## config.mk

```make
export PLATFORM = sky130hd
export DESIGN_NAME = bike_add_arbiter
export DESIGN_NICKNAME = d
export VERILOG_FILES = /design/src/rtl/bike_add_arbiter.sv
export SDC_FILE = /design/constraint.sdc
export NUM_CORES = 1
export LEC_CHECK = 0
export ABC_CLOCK_PERIOD_IN_PS = 3300
export CAP_MARGIN = 25
export CORE_AREA = 5 5 228 230
export CTS_BUF_LIST = sky130_fd_sc_hd__clkbuf_4
export DETAILED_ROUTE_END_ITERATION = 8
export DIE_AREA = 0 0 233 235
export PLACE_DENSITY = 0.42
export SETUP_SLACK_MARGIN = 0.4
export SLEW_MARGIN = 25
export SYNTH_ARGS = -nofsm -noshare
export SYNTH_HDL_FRONTEND = slang
export SYNTH_SLANG_ARGS = --single-unit
```

## constraint.sdc

```tcl
create_clock -name clk -period 3.3 [get_ports clk]
set_clock_uncertainty 0.1 [all_clocks]
set_input_delay 0.825 -clock clk [delete_from_list [all_inputs] [get_ports clk]]
set_output_delay 0.825 -clock clk [all_outputs]
set_load 0.005 [all_outputs]
```

## src/rtl/bike_add_arbiter.sv

```systemverilog
// ---------------------------------------------------------------------------
// Module   : bike_add_arbiter
// Function : Round-robin issue of add operations from N_REQ requesters into
//            one shared registered 48-bit adder, with a single response slot.
// Revision : 1.0 - initial release
// ---------------------------------------------------------------------------
`default_nettype none

module bike_add_arbiter #(
  parameter int N_REQ = 4,
  parameter int ID_W  = 2
) (
  input  logic                  clk,
  input  logic                  reset,
  input  logic [N_REQ-1:0]      req_valid,
  output logic [N_REQ-1:0]      req_ready,
  input  logic [N_REQ*48-1:0]   req_a,
  input  logic [N_REQ*48-1:0]   req_b,
  output logic                  rsp_valid,
  input  logic                  rsp_ready,
  output logic [ID_W-1:0]       rsp_id,
  output logic [47:0]           rsp_data,
  output logic                  add_enable,
  output logic                  add_resetn,
  output logic [47:0]           add_din_a,
  output logic [47:0]           add_din_b,
  input  logic [47:0]           add_dout
);

  localparam int c_DATA_W = 48;

  logic [ID_W-1:0] r_ptr;
  logic            r_rsp_valid;
  logic [ID_W-1:0] r_rsp_id;

  logic            w_issue_ok;
  logic            w_found;
  logic [ID_W-1:0] w_grant;
  logic [ID_W:0]   w_cand;
  logic            w_xfer;
  logic            w_drain;

  // The output slot can take a new result if it is empty or emptying now.
  assign w_issue_ok = !r_rsp_valid || rsp_ready;
  assign w_drain    = r_rsp_valid && rsp_ready;

  // Search from r_ptr upward, modulo N_REQ; the first valid requester wins.
  always_comb begin
    w_found = 1'b0;
    w_grant = '0;
    w_cand  = '0;
    for (int k = 0; k < N_REQ; k++) begin
      w_cand = {1'b0, r_ptr} + (ID_W+1)'(k);
      if (w_cand >= (ID_W+1)'(N_REQ)) begin
        w_cand = w_cand - (ID_W+1)'(N_REQ);
      end
      if (!w_found && req_valid[w_cand[ID_W-1:0]]) begin
        w_found = 1'b1;
        w_grant = w_cand[ID_W-1:0];
      end
    end
  end

  assign w_xfer = w_found && w_issue_ok && !reset;

  always_comb begin
    req_ready = '0;
    if (w_xfer) begin
      req_ready[w_grant] = 1'b1;
    end
  end

  assign add_din_a  = w_xfer ? req_a[w_grant*c_DATA_W +: c_DATA_W] : '0;
  assign add_din_b  = w_xfer ? req_b[w_grant*c_DATA_W +: c_DATA_W] : '0;
  // Holding the clock enable low freezes PREG, which keeps rsp_data stable.
  assign add_enable = !reset && (w_xfer || w_drain);
  assign add_resetn = ~reset;

  always_ff @(posedge clk) begin
    if (reset) begin
      r_ptr       <= '0;
      r_rsp_valid <= 1'b0;
      r_rsp_id    <= '0;
    end else if (w_xfer) begin
      r_rsp_valid <= 1'b1;
      r_rsp_id    <= w_grant;
      r_ptr       <= (w_grant == ID_W'(N_REQ-1)) ? '0 : w_grant + ID_W'(1);
    end else if (rsp_ready) begin
      r_rsp_valid <= 1'b0;
    end
  end

  assign rsp_valid = r_rsp_valid;
  assign rsp_id    = r_rsp_id;
  assign rsp_data  = add_dout;

endmodule

`default_nettype wire

```

==> results.sh <==
export IMPL_status="complete, but fails checks"
export IMPL_violations="setup timing"
export IMPL_ant_nets=0
export IMPL_max_slew_worst_pin_slew_ns=0.316
export IMPL_layout_commonest_cell="clkdlybuf4s50_1"
export IMPL_fp_row_count=82
export IMPL_nets=1399
export IMPL_clock_latency_ns=0.24
export IMPL_start_util_pct=7.04
export IMPL_cp_max_fo=8
export IMPL_clk_pin_slew_worst_paths_ns=0.04
export IMPL_slew_violations=0
export IMPL_coreArea_sq_um=49700
export IMPL_drt_initial_drc_count=63
export IMPL_finalSetupViolCount=26
export IMPL_grt_max_degree=38
export IMPL_vdd_drop_max_mv=0.0987
export IMPL_die_w_um=233
export IMPL_r2r_end="rsp_id[1]"
export IMPL_syn_area_sq_um=3500
export IMPL_gr_total_overflow=0
export IMPL_drive_gt1_share_pct=36.8
export IMPL_wl_um=30800
export IMPL_power_density_nw_per_um2=239
export IMPL_hold_violations=0
export IMPL_grt_pass1_wl_um=40700
export IMPL_synth_xor_area_share_pct=0
export IMPL_cts_tree="done"
export IMPL_relSlewSlack_pct=78.8
export IMPL_period_share_pct=102
export IMPL_grt_total_usage_pct=9.82
export IMPL_drv_cap=0
export IMPL_cts_htree_levels=1
export IMPL_r2r_slack_ns=1.30
export IMPL_synthCells=425
export IMPL_final_area_sq_um=11100
export IMPL_rsz0062_at_grt="yes"
export IMPL_r2r_start="r_ptr[1]"
export IMPL_numCtsBuffers=3
export IMPL_required_ns=2.37
export IMPL_synthSimpleGateAreaFrac_pct=4.12
export IMPL_synthMuxAreaShare_pct=55.3
export IMPL_firstDrtPassIters=4
export IMPL_worstHoldPathCells=2
export IMPL_reg2reg_depth=10
export IMPL_hold_path_end="rsp_id[0]"
export IMPL_hold_ws_ns=0.343
export IMPL_mostFrequentLayoutCells="388 x clkdlybuf4s50_1, 132 x mux2i_1, 98 x buf_2, 51 x o22ai_1, 42 x o22ai_2"
export IMPL_postCtsHoldBufs=0
export IMPL_path_class="primary input to output port"
export IMPL_max_freq_ghz=0.297
export IMPL_synth_top_family_by_area="multiplexers"
export IMPL_p_leak_nw=4.67
export IMPL_end_kind="output port"
export IMPL_clk_path_buf_depth=2
export IMPL_antenna_found_initial=2
export IMPL_hp_class="register to register"
export IMPL_fp_dieArea_sq_um=54800
export IMPL_synth_fa_ha_area_share_pct=1.43
export IMPL_worst_slack_ns=-0.0712
export IMPL_synth_nets=868
export IMPL_first_global_vias=6158
export IMPL_vias_per_cell=3.52
export IMPL_avgSynthCellArea_sq_um=8.23
export IMPL_fin_crit_ns=3.37
export IMPL_drc=0
export IMPL_worstHoldStart="rsp_id[0]"
export IMPL_io_pins=592
export IMPL_dp_hpwl_um=22500
export IMPL_ys_types=25
export IMPL_vias=5733
export IMPL_root_buffer="clkbuf_4"
export IMPL_post_drt_wl_per_cell_um=18.9
export IMPL_ys_seq_area_share_pct=2.86
export IMPL_die_h_um=235
export IMPL_yosysWarnings=0
export IMPL_synth_compound_area_share_pct=18.7
export IMPL_startpoint_type="primary input"
export IMPL_cp_data_arrival_time_ns=2.45
export IMPL_place_congestion=0.788
export IMPL_placed_area_sq_um=9260
export IMPL_cts_sinks=5
export IMPL_area_growth_pct=218
export IMPL_port_buffers=495
export IMPL_ys_ff_latch=5
[worst max-delay path by stage]
stage / start / endpoint / slack (ns) / cells past startpoint
2_1_floorplan: req_valid[2] / req_ready[0] / 0.44 / 8
3_3_place_gp: req_valid[1] / add_din_a[16] / -0.97 / 8
3_5_place_dp: req_valid[1] / add_din_a[16] / -1.03 / 8
4_1_cts: req_valid[0] / add_din_b[2] / -0.10 / 11
5_1_grt: req_valid[2] / add_din_b[1] / -0.18 / 11
6_report: req_valid[2] / add_din_b[37] / -0.07 / 11
[cells by family after synthesis]
kind of cell | Yosys count
fa+ha+maj | 4
flops | 5
buf+inv | 91
simple gates | 28
mux | 193
compound gates | 104
[cell usage after synthesis, drive strengths merged]
| master | number | area [sq um] |
|---|---|---|
| nor4 | 1 | 6.26 |
| or4 | 1 | 7.51 |
| mux2i | 193 | 1930 |
| nand2b | 1 | 6.26 |
| nand2 | 11 | 43.8 |
| nor3 | 3 | 26.3 |
| nor2b | 1 | 6.26 |
| dfxtp | 5 | 100 |
| inv | 4 | 15.0 |
| a21oi | 4 | 20.0 |
| and2 | 4 | 25.0 |
| ha | 4 | 50.1 |
| nor2 | 6 | 22.5 |
| o22ai | 97 | 613 |
| o211ai | 1 | 7.51 |
| clkbuf | 8 | 30.0 |
| buf | 79 | 572 |
| o21ai | 1 | 5.00 |
| o21a | 1 | 7.51 |
[per-layer routing]
metal  global-route usage, %  wire length (um)  up-vias
li1                        -                 -     2684
met1                    10.1             11000     2667
met2                    19.5             16500      334
met3                    2.49              2530       46
met4                    2.22               683        2
met5                       0                20        -
[metrics by stage]
stage                     worst slack, ns  util, %  instances  setup TNS, ns  power (W)
after floorplan                     0.435        -        425              0   0.000856
after global placement             -0.972     18.6       1554         -85.11    0.00191
after detailed placement            -1.03     18.6       1554         -91.01    0.00190
after CTS                          -0.101     21.1       1609          -3.16    0.00248
after global routing               -0.183     22.4       1628          -7.50    0.00282
final                             -0.0712     22.4       1628         -0.615    0.00266
[worst max-delay path, stage by stage]
cell       delay (ns)
buf_8            0.10
mux2i_1          0.15
nor2_1           0.09
nor3_4           0.18
bufinv_16        0.24
buf_8            0.14
buf_16           0.14
buf_12           0.12
mux2i_4          0.20
o22ai_2          0.09
buf_2            0.14
[area by class of cell]
| cell class | instances | area (sq um) |
|---|---|---|
| Antenna cell | 1 | 2.50 |
| Sequential cell | 5 | 100 |
| Tap cell | 672 | 841 |
| Multi-Input combinational cell | 329 | 3690 |
| Timing Repair inverter | 1 | 20.0 |
| Clock buffer | 4 | 30.0 |
| Timing Repair Buffer | 612 | 6380 |
| Fill cell | 5452 | 38500 |
| Inverter | 4 | 41.3 |
[sequential cells by signal, indices dropped and copies added, names as in the netlist]
register	count
rsp_valid	1
r_ptr	2
rsp_id	2
[report_power, final]
group | leakage [nW] | switching (W) | internal (W)
registers | 0.0416 | 0.00000824 | 0.0000680
clock network | 0.0184 | 0.0000241 | 0.0000539
logic | 4.61 | 0.000944 | 0.00156
[repair_timing]
item / in CTS / in global routing
setup endpoints to repair: 102 / 101
pin swaps: 37 / 44
setup buffers: 36 / 10
endpoints found under the hold margin: 0 / 0
resized for setup: 598 / 78
cloned: 15 / 8
No activity file was read; power rests on OpenSTA's default activity.
